## config.mk

```make
export PLATFORM = sky130hd
export DESIGN_NAME = sevenseg_scan
export DESIGN_NICKNAME = d
export VERILOG_FILES = /design/src/rtl/sevenseg_pkg.sv /design/src/rtl/sevenseg_timer.sv /design/src/rtl/sevenseg_scan.sv
export SDC_FILE = /design/constraint.sdc
export NUM_CORES = 1
export LEC_CHECK = 0
export BUFFER_PORTS_ARGS = -buffer_cell sky130_fd_sc_hd__buf_2
export CAP_MARGIN = 15
export CORE_ASPECT_RATIO = 2
export CORE_MARGIN = 5
export CORE_UTILIZATION = 58
export DETAILED_ROUTE_END_ITERATION = 10
export PLACE_DENSITY = 0.86
export SLEW_MARGIN = 20
export SYNTH_ARGS = -nofsm -noshare
export SYNTH_HDL_FRONTEND = slang
export SYNTH_SLANG_ARGS = --single-unit
```

## constraint.sdc

```tcl
create_clock -name clk_sys_i -period 2.5 [get_ports clk_sys_i]
set_input_delay 0.125 -clock clk_sys_i [delete_from_list [all_inputs] [get_ports clk_sys_i]]
set_output_delay 0.125 -clock clk_sys_i [all_outputs]
set_load 0.05 [all_outputs]
```

## src/rtl/sevenseg_pkg.sv

```systemverilog
`default_nettype none
// ============================================================================
// sevenseg_pkg : shared constants and helpers for the seven-segment scanner
// Rev 1.0
// ============================================================================
package sevenseg_pkg;

  localparam int SEG_W   = 8;
  localparam int DOT_BIT = 7;

  function automatic int clog2(input int v);
    int r;
    r = 0;
    for (int i = 0; i < 31; i++) begin
      if ((1 << i) < v) r = i + 1;
    end
    return r;
  endfunction

endpackage
`default_nettype wire

```

## src/rtl/sevenseg_timer.sv

```systemverilog
`default_nettype none
// ============================================================================
// sevenseg_timer : slot/digit counters, frame boundary, blink phase, PWM phase
// Rev 1.0
// ============================================================================
module sevenseg_timer
  import sevenseg_pkg::*;
#(
  parameter int DIGITS       = 8,
  parameter int SLOT_CYCLES  = 1024,
  parameter int BRIGHT_W     = 4,
  parameter int BLINK_FRAMES = 64,
  localparam int DI_W        = clog2(DIGITS)
) (
  input  logic                clk_sys_i,
  input  logic                rst_n_i,
  output logic [DI_W-1:0]     di_o,
  output logic [BRIGHT_W-1:0] ph_o,
  output logic                boundary_o,
  output logic                bp_o
);

  localparam int SC_W = clog2(SLOT_CYCLES);
  localparam int BC_W = clog2(BLINK_FRAMES) + 1;
  localparam logic [SC_W-1:0] SC_LAST = SC_W'(SLOT_CYCLES - 1);
  localparam logic [DI_W-1:0] DI_LAST = DI_W'(DIGITS - 1);
  localparam logic [BC_W-1:0] BC_LAST = BC_W'(BLINK_FRAMES - 1);

  logic [SC_W-1:0] sc_q, sc_d;
  logic [DI_W-1:0] di_q, di_d;
  logic [BC_W-1:0] bc_q, bc_d;
  logic            bp_q, bp_d;
  logic            sc_wrap;
  logic            boundary;

  always_comb begin
    sc_wrap  = (sc_q == SC_LAST);
    boundary = sc_wrap && (di_q == DI_LAST);
    sc_d     = sc_wrap ? '0 : sc_q + SC_W'(1);
    di_d     = di_q;
    bc_d     = bc_q;
    bp_d     = bp_q;
    if (sc_wrap) begin
      di_d = (di_q == DI_LAST) ? '0 : di_q + DI_W'(1);
    end
    // bp = 1 means visible; it flips once every BLINK_FRAMES boundaries
    if (boundary) begin
      if (bc_q == BC_LAST) begin
        bc_d = '0;
        bp_d = ~bp_q;
      end else begin
        bc_d = bc_q + BC_W'(1);
      end
    end
  end

  always_ff @(posedge clk_sys_i or negedge rst_n_i) begin
    if (!rst_n_i) begin
      sc_q <= '0;
      di_q <= '0;
      bc_q <= '0;
      bp_q <= 1'b1;
    end else begin
      sc_q <= sc_d;
      di_q <= di_d;
      bc_q <= bc_d;
      bp_q <= bp_d;
    end
  end

  assign di_o       = di_q;
  assign ph_o       = sc_q[SC_W-1 -: BRIGHT_W];
  assign boundary_o = boundary;
  assign bp_o       = bp_q;

endmodule
`default_nettype wire

```

## src/rtl/sevenseg_scan.sv

```systemverilog
`default_nettype none
// ============================================================================
// sevenseg_scan : multiplexed seven-segment driver with shadowed display set
// Rev 1.0
// ============================================================================
module sevenseg_scan
  import sevenseg_pkg::*;
#(
  parameter int DIGITS       = 8,
  parameter int SLOT_CYCLES  = 1024,
  parameter int BRIGHT_W     = 4,
  parameter int BLINK_FRAMES = 64
) (
  input  logic                    clk_sys_i,
  input  logic                    rst_n_i,
  input  logic [SEG_W*DIGITS-1:0] digs_i,
  input  logic [DIGITS-1:0]       dots_i,
  input  logic [DIGITS-1:0]       blank_i,
  input  logic [DIGITS-1:0]       blink_i,
  input  logic [BRIGHT_W-1:0]     bright_i,
  input  logic                    load_i,
  output logic                    pending_o,
  output logic [SEG_W-1:0]        seg_o,
  output logic [DIGITS-1:0]       dig_o,
  output logic                    frame_o
);

  localparam int DI_W = clog2(DIGITS);

  typedef struct packed {
    logic [SEG_W*DIGITS-1:0] digs;
    logic [DIGITS-1:0]       dots;
    logic [DIGITS-1:0]       blank;
    logic [DIGITS-1:0]       blink;
    logic [BRIGHT_W-1:0]     bright;
  } cfg_t;

  logic [DI_W-1:0]     di;
  logic [BRIGHT_W-1:0] ph;
  logic                boundary;
  logic                bp;

  cfg_t              in_cfg;
  cfg_t              shadow_q, shadow_d;
  cfg_t              active_q, active_d;
  logic              pending_q, pending_d;
  logic [SEG_W-1:0]  seg_q, seg_d;
  logic [DIGITS-1:0] dig_q, dig_d;
  logic              frame_q;
  logic [SEG_W-1:0]  sel_seg;
  logic              lit;

  sevenseg_timer #(
    .DIGITS      (DIGITS),
    .SLOT_CYCLES (SLOT_CYCLES),
    .BRIGHT_W    (BRIGHT_W),
    .BLINK_FRAMES(BLINK_FRAMES)
  ) u_timer (
    .clk_sys_i (clk_sys_i),
    .rst_n_i   (rst_n_i),
    .di_o      (di),
    .ph_o      (ph),
    .boundary_o(boundary),
    .bp_o      (bp)
  );

  always_comb begin
    in_cfg    = '{digs: digs_i, dots: dots_i, blank: blank_i,
                  blink: blink_i, bright: bright_i};
    shadow_d  = shadow_q;
    active_d  = active_q;
    pending_d = pending_q;
    if (load_i) shadow_d = in_cfg;
    // a load coinciding with the boundary skips the shadow stage entirely
    if (boundary) begin
      pending_d = 1'b0;
      if (load_i)         active_d = in_cfg;
      else if (pending_q) active_d = shadow_q;
    end else if (load_i) begin
      pending_d = 1'b1;
    end
  end

  always_comb begin
    sel_seg = active_q.digs[SEG_W*di +: SEG_W];
    // phase 0 stays dark so digit changes never ghost
    lit     = (ph != '0) && (ph <= active_q.bright) && !active_q.blank[di]
              && !(active_q.blink[di] && !bp);
    seg_d   = '0;
    dig_d   = '0;
    if (lit) begin
      seg_d = sel_seg | (SEG_W'(active_q.dots[di]) << DOT_BIT);
      dig_d = DIGITS'(1) << di;
    end
  end

  always_ff @(posedge clk_sys_i or negedge rst_n_i) begin
    if (!rst_n_i) begin
      shadow_q  <= '0;
      active_q  <= '0;
      pending_q <= 1'b0;
      seg_q     <= '0;
      dig_q     <= '0;
      frame_q   <= 1'b0;
    end else begin
      shadow_q  <= shadow_d;
      active_q  <= active_d;
      pending_q <= pending_d;
      seg_q     <= seg_d;
      dig_q     <= dig_d;
      frame_q   <= boundary;
    end
  end

  assign pending_o = pending_q;
  assign seg_o     = seg_q;
  assign dig_o     = dig_q;
  assign frame_o   = frame_q;

endmodule
`default_nettype wire

```

==> summary.txt <==
Route
  – DR iter-0 viols: 212
  – First-pass DRT Iterations: 4
  – DR WL/cell: 20.5 um
  – DRC: 0
  – WL final: 20700 um
  – Drt via density: 5.62
  – DR vias: between 5000 and 6000
  – Antenna viol nets, final: 0

Synth
  – Top-count cell post-synth: dfrtp_1
  – Top cells by area, synth: dfrtp_1, mux2_2, mux2_1
  – Sequential area share after synthesis: 0.602
  – Cells after Synth: ~590
  – Share of the synthesized area in the top cell type: 0.600
  – Post-synth EDFFs: 0
  – Post-synth top flop: dfrtp_1
  – Avg Inst Size Synth: 15.7 um^2
  – Flops & latches, synth: roughly 220
  – Post-Syn Area: ~0.0093 mm^2
  – YS warnings: 0
  – Net count after synthesis: just under 700
  – Async S/R FF share, synth: 1.00
  – Yosys cell types: 42
  – Yosys top cell by area: dfrtp_1
  – Commonest cells in the netlist: dfrtp_1, mux2_2, mux2_1, mux4_2, nand2_1

Setup path
  – Critical Path AT: about 2600 ps
  – R2R cell count: 6
  – Worst Setup End Kind: flop
  – Maximum fanout along the worst path: 68
  – CP required: around 2900 ps
  – Crit path launch type: flop
  – Setup CP Type: flop to flop

Timing
  – RSZ-0062 raised after global routing: no
  – Final hold slack: 162 ps
  – Final WS setup: between 200 and 250 ps
  – Final setup viols: 0
  – Fin Setup TNS: 0 ps
  – Final Critical Period: ~2300 ps
  – Setup Skew: roughly 9.0 ps
  – Final Hold Vio Count: 0
  – Fin crit share: 0.902
  – Final Slew Violations: 0
  – Max_slew headroom: 0.364
  – Slew of the pin with the lowest slew margin: 954 ps
  – Maximum clock rate: 443 MHz

Finish
  – Final cell count without fillers: roughly 1000
  – Synth-to-layout area growth: 24.8%
  – Finished Core Util: 0.733
  – Nets@finish: about 900
  – Antenna Cells: 0
  – Share of cells above drive strength 1: 0.368
  – Finished Cell Area: roughly 0.012 mm^2
  – Layout fillers: about 990

Place
  – DP Worst Slack: 287 ps
  – Placed Area: roughly 0.010 mm^2
  – Dpl hpwl: 13800 um
  – Placed cells: 882
  – Placer Congestion: between 0.8 and 0.9
  – IO buf count: around 110

Die
  – Die ar.: 0.0188 mm^2
  – Chip height: ~190 um
  – Row count: 65
  – I/O pins: 113
  – Core area: around 0.016 mm^2
  – Starting Density: 0.587
  – Die X: around 100 um

Global routing
  – Number of global-route vias before repair: 6536
  – Largest net degree at the start of global routing: 100
  – First-pass GRT wire length: between 30000 and 40000 um
  – Met3 Resource Use GR: 0.0278
  – Total track usage: 0.231
  – Met2 GRT Util: 0.427
  – Antenna violations before repair: 0
  – Met1 Usage GRT: 0.265
  – Layer with the highest usage: met2
  – Total grt overflow: 0

Clock network
  – CTS tree: yes
  – Inserted Clock Buffers: 20
  – Clk slew on worst S/H paths: 70 ps
  – Post-cts sizing count: 0
  – Clock Latency Late Sink: 490 ps
  – Clock Tree Buf Depth: 3
  – Root Buffer: clkbuf_16
  – CTS H-tree lvls: 1
  – Postcts setup bufs: 0
  – CTS Sinks: ~220

Status
  – Status: completed

Worst hold path
  – HP Class: primary input to flop
  – Hold Path Depth: 2

Flow run
  – Max Cap Viol: 0

Pwr
  – Total power: 7.54 mW
  – Pwr/cell area: 652 mW/mm^2
  – Leak Pwr: ~5.5 nW
  – VDD IR-drop max: around 500 uV
==> critical path: stages, from the launching register on <==
cell,delay (ps)
dfrtp_1,400
ha_1,220
and3_1,280
nand3_1,180
nor3_4,250
buf_12,330
mux2_1,390
==> cell type report <==
class	count	area, um^2	share of cell area
clock inverters	9	60.1	0.00519
multi-input cells	327	3410	0.295
inverters	7	26.3	0.00227
clock buffers	27	588	0.0508
flip-flops and latches	223	5580	0.483
well taps	201	251	0.0217
repair buffers	217	1640	0.142
==> final timing paths <==
kind / startpoint / endpoint / slack (ps)
hold reg to reg: active_q[47] / active_q[47] / 480
hold / removal: load_i / shadow_q[1] / 160
min in group asynchronous: rst_n_i / shadow_q[2] / 250
setup / recovery: u_timer.sc_q[0] / active_q[30] / 240
max in group asynchronous: rst_n_i / u_timer.di_o[0] / 1470
setup reg to reg: u_timer.sc_q[0] / active_q[30] / 240
==> placed cells by master, fill, tap and decap left out, types with 5 or more instances in the layout <==
| cell | n |
|---|---|
| clkbuf_16 | 21 |
| nand3_1 | 5 |
| ha_1 | 12 |
| dlygate4sd3_1 | 93 |
| mux2_2 | 104 |
| dfrtp_1 | 221 |
| o21ai_0 | 5 |
| nor3_2 | 10 |
| mux2i_1 | 9 |
| inv_1 | 7 |
| mux4_2 | 18 |
| xor2_1 | 5 |
| buf_2 | 110 |
| buf_4 | 9 |
| xnor2_1 | 5 |
| mux2_1 | 80 |
| nor2_1 | 13 |
| nand2_1 | 17 |
==> report_power, final <==
group | internal (mW) | switching (mW) | total [mW]
clock | 1.67 | 1.36 | 3.03
combinational | 0.348 | 0.284 | 0.632
sequential | 3.81 | 0.0739 | 3.88
==> routing by layer <==
metal,up-vias,wire [um],share of wire
li1,2526,-,-
met1,2941,7440,0.36
met2,157,11700,0.56
met3,57,721,0.035
met4,0,929,0.045
met5,-,0,0
==> state kept, by name (all words and copies together), names as in the netlist <==
signal        count
seg_o             8
shadow_q         92
frame_o           1
u_timer.di_o      3
u_timer.bc_q      7
u_timer.bp_o      1
u_timer.sc_q     10
dig_o             8
pending_o         1
active_q         92
==> timing repair <==
action,in CTS,in global routing
hold endpoints to repair,189,0
hold buffers,93,0
endpoints found under the setup margin,0,0
==> cell families (layout without fill, tap and decap cells) <==
| family | Yosys count | count (layout) | share of synthesized area |
|---|---|---|---|
| flops | 223 | 223 | 0.602 |
| mux | 211 | 211 | 0.277 |
| simple gates | 72 | 72 | 0.0474 |
| buf+inv | 39 | 260 | 0.0302 |
| compound gates | 22 | 22 | 0.0173 |
| fa+ha+maj | 12 | 12 | 0.0162 |
| xor+xnor | 10 | 10 | 0.00945 |
No activity file was read; power rests on OpenSTA's default activity.
